### config.mk
export PLATFORM = sky130hd
export DESIGN_NAME = mem_arbiter
export DESIGN_NICKNAME = d
export VERILOG_FILES = /design/src/rtl/mem_arb_pkg.sv /design/src/rtl/mem_arbiter_rr_pick2.sv /design/src/rtl/mem_arbiter.sv
export SDC_FILE = /design/constraint.sdc
export NUM_CORES = 1
export LEC_CHECK = 0
export ABC_AREA = 1
export BUFFER_PORTS_ARGS = -buffer_cell sky130_fd_sc_hd__clkbuf_2
export CAP_MARGIN = 15
export CORE_MARGIN = 8
export CORE_UTILIZATION = 35
export DETAILED_ROUTE_END_ITERATION = 7
export HOLD_SLACK_MARGIN = 0.02
export PLACE_DENSITY = 0.66
export SKIP_CTS_REPAIR_TIMING = 1
export SLEW_MARGIN = 20
export SYNTH_ARGS = -nofsm -noshare
export SYNTH_HDL_FRONTEND = slang
export SYNTH_SLANG_ARGS = --single-unit
### constraint.sdc
create_clock -name clk -period 2 [get_ports clk]
set_input_delay 0.1 -clock clk [delete_from_list [all_inputs] [get_ports clk]]
set_output_delay 0.1 -clock clk [all_outputs]
set_load 0.03 [all_outputs]
### src/rtl/mem_arb_pkg.sv
// Shared types and constants for the shared-memory-port arbiter of the multicycle MIPS datapath.
package mem_arb_pkg;

   typedef enum logic [1:0] {
      IDLE,
      ACCESS,
      RESP
   } state_t;

   localparam logic REQ_CORE = 1'b0;
   localparam logic REQ_LOAD = 1'b1;

   localparam int DEF_TIMEOUT = 255;

endpackage

### src/rtl/mem_arbiter_rr_pick2.sv
// Two-way round-robin pick: on contention the requester that did not win last time is chosen.
module rr_pick2
   import mem_arb_pkg::*;
(
   input  logic [1:0] req,
   input  logic       last,
   output logic       valid,
   output logic       winner
);

   always_comb begin
      // NOTE: every output of a combinational block gets a default first, so no path can infer a latch.
      valid  = |req;
      winner = REQ_CORE;
      if (req == 2'b11) begin
         winner = ~last;
      end else if (req[1]) begin
         winner = REQ_LOAD;
      end
   end

endmodule

### src/rtl/mem_arbiter.sv
// Round-robin arbiter and transaction sequencer for the single shared memory port; every output is registered.
module mem_arbiter
   import mem_arb_pkg::*;
#(
   parameter int AW      = 32,
   parameter int DW      = 32,
   parameter int TIMEOUT = DEF_TIMEOUT
) (
   input  logic          clk,
   input  logic          reset,
   input  logic [1:0]    req,
   input  logic [1:0]    we,
   input  logic [AW-1:0] addr0,
   input  logic [AW-1:0] addr1,
   input  logic [DW-1:0] wdata0,
   input  logic [DW-1:0] wdata1,
   output logic [1:0]    ack,
   output logic          err,
   output logic [DW-1:0] rdata,
   output logic          busy,
   output logic          owner,
   output logic          mem_req,
   output logic          mem_we,
   output logic [AW-1:0] mem_addr,
   output logic [DW-1:0] mem_wdata,
   input  logic          mem_ready,
   input  logic [DW-1:0] mem_rdata
);

   localparam int CW = (TIMEOUT > 1) ? $clog2(TIMEOUT) : 1;

   state_t        state;
   state_t        state_nxt;
   logic          last_grant;
   logic [CW-1:0] cnt;
   logic          pick_valid;
   logic          pick_winner;
   logic          timeout_hit;
   logic [1:0]    ack_owner;

   rr_pick2 u_pick (
      .req    (req),
      .last   (last_grant),
      .valid  (pick_valid),
      .winner (pick_winner)
   );

   // The counter holds the number of ACCESS cycles already spent without mem_ready.
   assign timeout_hit = (TIMEOUT != 0) && (cnt == CW'(TIMEOUT - 1));
   assign ack_owner   = owner ? 2'b10 : 2'b01;

   always_comb begin
      state_nxt = state;
      case (state)
         IDLE:    if (pick_valid) state_nxt = ACCESS;
         ACCESS:  if (mem_ready || timeout_hit) state_nxt = RESP;
         RESP:    state_nxt = IDLE;
         default: state_nxt = IDLE;
      endcase
   end

   // NOTE: sequential state uses non-blocking assignments so every register samples pre-edge values.
   always_ff @(posedge clk) begin
      if (reset) begin
         state      <= IDLE;
         ack        <= '0;
         err        <= 1'b0;
         rdata      <= '0;
         busy       <= 1'b0;
         owner      <= REQ_CORE;
         last_grant <= REQ_LOAD;
         mem_req    <= 1'b0;
         mem_we     <= 1'b0;
         mem_addr   <= '0;
         mem_wdata  <= '0;
         cnt        <= '0;
      end else begin
         state <= state_nxt;
         busy  <= (state_nxt != IDLE);
         ack   <= '0;
         case (state)
            IDLE: begin
               if (pick_valid) begin
                  owner      <= pick_winner;
                  last_grant <= pick_winner;
                  mem_req    <= 1'b1;
                  mem_we     <= we[pick_winner];
                  mem_addr   <= pick_winner ? addr1 : addr0;
                  mem_wdata  <= pick_winner ? wdata1 : wdata0;
                  cnt        <= '0;
               end
            end
            ACCESS: begin
               // A response arriving in the last allowed cycle beats the timeout.
               if (mem_ready) begin
                  rdata   <= mem_rdata;
                  err     <= 1'b0;
                  ack     <= ack_owner;
                  mem_req <= 1'b0;
               end else if (timeout_hit) begin
                  rdata   <= '0;
                  err     <= 1'b1;
                  ack     <= ack_owner;
                  mem_req <= 1'b0;
               end else begin
                  cnt <= cnt + 1'b1;
               end
            end
            default: ;
         endcase
      end
   end

endmodule

* Yosys cells after proc, flatten, opt, wreduce, memory -nomap -nowiden
Index checks and enable logic that the tools add are counted.
** Storage, ports and cells
- RAM bits :: 0
- Memories :: 0
- Input port bits :: 167
- Output and inout bits :: 103
- ROM bits :: 0
- Logic and storage cells :: 58
- Flip-flop bits (word level) :: 114
- Bits in latches :: 0
** Cells by class
- Multiply operators :: 0
- Eq/ne operators :: 7
- Divide/modulo/power cells :: 0
- Bitwise operators :: 2
- $lt $le $gt $ge :: 1
- Shift-type cells :: 0
- $add $sub $neg :: 1
- Mux-type cells :: 24
- Reductions and logical operators :: 11
** Operators by type and width (number)
- 2-to-1 mux 32 bit :: 4
- 2-to-1 mux 8 bit :: 3
- one-hot mux 8 bit (2 select lines) :: 1
- 2-to-1 mux 2 bit :: 5
- 2-to-1 mux 1 bit :: 9
- adder 8 x 1 -> 8 bit, second input constant :: 1
- equality test 8 bit, second input constant :: 1
- != test 2 bit, second input constant :: 3
- nonzero test 2 bit :: 3
- one-hot mux 2 bit (2 select lines) :: 1
- AND reduction 2 bit :: 2
- AND reduction 4 bit :: 1
- OR reduction 2 bit :: 2
- != test 3 bit, second input constant :: 1
- AND reduction 3 bit :: 1
- equality test 2 x 1 -> 1 bit, second input constant :: 1
- equality test 2 bit, second input constant :: 1
- logical NOT 2 bit :: 1
- less-than comparator 1 x 2 -> 1 bit, second input constant :: 1
- inverter 1 bit :: 2
- one-hot mux 1 bit (2 select lines) :: 1
- logical OR 1 bit :: 1

* Longest topological paths before layout
- Word-level depth :: 5
- Depth in mapped cells :: 11
- Gate-level depth less buffers :: 11

* Hierarchy
Synthesis repeated with hierarchy kept, for this count alone.
** Unflattened totals
- Cells, all modules :: 693
- Area, all modules :: 4957.3 µm²
** Modules (own cells, without submodules)
- mem_arbiter :: cells an instance 690, instances 1, sequential area each 2282.2 µm², area each 4942.2 µm²
- rr_pick2 :: cells an instance 3, instances 1, sequential area each 0.0 µm², area each 15.0 µm²

* Least setup slack after synthesis
Ideal clock, no wire load.
- Kind :: reg-to-reg
- Start :: reg cnt[0]
- End :: reg rdata[2]
- Data required time :: 1.929 ns
- Stages on the path, launching flop included :: 11
- Arrival time :: 1.269 ns
- Buffers on the path :: 1
- Period minus slack after synthesis :: 1.340 ns
- Library setup time :: 0.071 ns
- Setup slack :: 0.660 ns
- Cell sequence :: dfxtp_1 -> inv_1 -> ha_1 -> inv_1 -> nor2_2 -> nand2_2 -> nand2_2 -> nand2_4 -> buf_2 -> nand2_1 -> a21oi_1
** Between the ends
- Word-level cells in the longest chain between the ends :: 3
** Ends and longest elaborated chain
- start, declared :: RTL line mem_arbiter.sv:35 : logic [CW-1:0] cnt;
- start signal, assigned :: RTL line mem_arbiter.sv:106 : cnt <= cnt + 1'b1;
- equality test 8 bit :: RTL line mem_arbiter.sv:49 : assign timeout_hit = (TIMEOUT != 0) && (cnt == CW'(TIMEOUT - 1));
- nonzero test 2 bit (no source line)
- AND reduction 2 bit (no source line)
- end signal, assigned :: RTL line mem_arbiter.sv:96 : rdata <= mem_rdata;
- end, declared :: RTL line mem_arbiter.sv:19 : output logic [DW-1:0] rdata,
No other way between the ends.
A chain may end at the register's enable or synchronous reset.

* Final worst setup path
- Start :: reg cnt[0]
- End :: reg rdata[12]
Same word-level chain as after synthesis.

==> flow_summary_export.csv <==
group,metric,value,unit
drt,ant_nets,0,
synth,synthArstFlopShare,0,%
status,status,"finished, final reports clean",
power,ir_drop,510,µV
synth,yosysSeqAreaShare,48.7,%
synth,synth-warning-count,0,
timing,fin_ws,0.404,ns
setup_path,worst-path-buf-inv,3,
worst_hold_path,min_path_type,"primary input to register",
synth,syn_area,4690,µm²
global_routing,grt_overflow,0,
drt,wl_per_cell,15.5,µm
floorplan,row_count,42,
global_routing,grt_pass1_vias,4995,
setup_path,critPathLaunchType,"register",
drt,viasPerCell,4.84,
synth,synth_top_area_share,48.7,%
power,p_total,7.38,mW
cts,cts-buffers-inserted,17,
global_routing,grt_max_degree,74,
layout,area_growth,78.8,%
placed_design,placed_cell_area,6120,µm²
setup_path,worstReg2RegEnd,"rdata[12]",
setup_path,r2r_slack,0.40,ns
placed_design,place.gp.congestion,0.782,
setup_path,crit_path_max_fanout,21,
synth,synth_area_leaders,"dfxtp_1 49%, nand2_1 18%, a31oi_1 8.7%, o21ai_0 7.0%, a21oi_1 4.1%",
drt,drt-total-wl,19.1,mm
drt,num_vias,5980,
cts,clock_sinks,114,
global_routing,antenna_found_initial,3,
power,p_leak,3.96,nW
placed_design,dp_slack,0.419,ns
synth,ys.flop_type,"dfxtp_1",
cts,htreeDepth,4,
setup_path,critPathKind,"register to register",
synth,syn-num-nets,796,
timing,rsz0062_at_grt,"false",
drt,route.detailed.drc,0,
cts,cts_tree,"yes",
synth,synth.top_cells.by_count,"229 x nand2_1, 114 x dfxtp_1, 66 x o21ai_0, 65 x a31oi_1, 38 x a21oi_1",
layout,final_area,8390,µm²
power,pwr_density_cell,879,nW/µm²
worst_hold_path,min_path_cells,3,
worst_hold_path,worstHoldStart,"req[0]",
synth,ys_seq_elements,114,
floorplan,die_x,132,µm
floorplan,core_area,13200,µm²
setup_path,path_depth,10,
layout,drive_gt1_share,31.2,%
job,max_cap_viol_count,0,
placed_design,port_buffers,269,
timing,fmax,627,MHz
setup_path,reg2reg_from,"cnt[0]",
cts,insertion_delay,0.41,ns
timing,worst_pin_slew,0.713,ns
synth,synth_enable_flop_cells,0,
setup_path,cp.required,2.34,ns
timing,final_hold_viol_count,0,
global_routing,grtUsageTotal,17.9,%
floorplan,initial_core_util,35.6,%
timing,finalSetupViolCount,0,
setup_path,crit_path_cell_trace,"inv_1, ha_1, inv_1, nor2_2, nand2_2, nand2_2, nand2_4, buf_4, nand2_1, a21oi_1",
timing,slew-limit-headroom,52.4,%
global_routing,grt_pass1_wl,25.4,mm
drt,drt_iter0_markers,291,
synth,synthMostInstantiatedCell,"nand2_1",
placed_design,hpwl,11.5,mm
floorplan,die-area,17400,µm²
setup_path,arrival,1.93,ns
setup_path,crit_path_top_delay_cell,"dfxtp_1",
synth,syn_inst,627,
synth,synth_cell_types,28,
floorplan,boundaryPins,270,
timing,tns,0,ns
cts,cts_root_buf,"clkbuf_16",
synth,synth_area_leader_cell,"dfxtp_1",
timing,fin_crit_sh,79.8,%
floorplan,fp.dieH,132,µm
synth,synth.avg_cell_area,7.48,µm²
layout,nets,1210,
setup_path,end_kind,"register",
cts,clk_pin_slew,0.05,ns
setup_path,cpPeakStageDelay,0.36,ns
setup_path,r2r_cells,10,
cts,cts.path.max_buffers,2,
timing,finClkSkew,0.00718,ns
setup_path,crit_family,"simple AND/OR/NAND/NOR gates",
worst_hold_path,min_to,"busy",
timing,maxSlewViolCount,0,
timing,period_needed,1.60,ns
drt,firstDrtPassIters,5,
layout make-up:
class                   count  area, µm²
diodes                      6       15.0
repair buffers            441       3080
multi-input cells         445       2080
inverters                  22       86.3
well taps                 176        220
clock inverters             8        124
clock buffers              24        502
flip-flops and latches    114       2280
fillers                  1060       4800
worst max path at each step:
stage                       from         to  slack (ns)
after floorplan           cnt[0]   rdata[2]        0.66
after global placement    cnt[0]  rdata[16]        0.47
after detailed placement  cnt[0]  rdata[14]        0.42
after CTS                 cnt[0]  rdata[14]        0.40
after global routing      cnt[0]  rdata[31]        0.26
final                     cnt[0]  rdata[12]        0.40
cell families (layout without fill, tap and decap cells):
family,after synthesis,in the layout,synth area share (%)
and+or+nand+nor,270,270,23.4
AOI/OAI and AO/OA,173,173,20.3
DFF,114,114,48.7
buffers and inverters,68,495,7.12
adders and majority gates,2,2,0.533
other,0,6,0
metal layers:
layer  GRT usage (%)  wire length (µm)
met3            9.68              1850
met4            7.08               590
met5               0                 0
met1            20.3              7830
met2            27.6              8850
cells in the final DEF, fill, tap and decap left out, drive strengths merged:
master	count
a31oi	65
dlygate4sd3	162
inv	21
diode	6
clkinv	4
nand4	3
clkbuf	293
nor2	21
o21ai	69
nor3	1
o211ai	1
a21oi	38
nor3b	1
buf	10
clkinvlp	2
dfxtp	114
bufinv	3
ha	2
nand2	236
nand3	8
tightest hold or removal path: stages:
cell	delay (ns)
clkbuf_2	0.10
o21ai_2	0.08
a21oi_1	0.13
through the flow:
step | instances | util [%] | hold slack (ns)
floorplan | 627 | - | 0.247
detailed placement | 1036 | 46.4 | 0.341
global placement | 1036 | 46.4 | 0.341
global route | 1234 | 63.5 | 0.0620
finish | 1236 | 63.6 | 0.0462
CTS | 1068 | 51.2 | -0.0934
registers in the layout, summed over array words and instances, names as in the netlist:
| register | cells |
|---|---|
| mem_we | 1 |
| cnt | 8 |
| last_grant | 1 |
| mem_addr | 32 |
| rdata | 32 |
| state | 2 |
| ack | 2 |
| mem_wdata | 32 |
| busy | 1 |
| err | 1 |
| owner | 1 |
| mem_req | 1 |
power by group:
part / internal (mW) / switching, mW
Clock: 2.12 / 1.04
Combinational: 0.634 / 0.992
Sequential: 2.48 / 0.107
No activity file was read; power rests on OpenSTA's default activity.
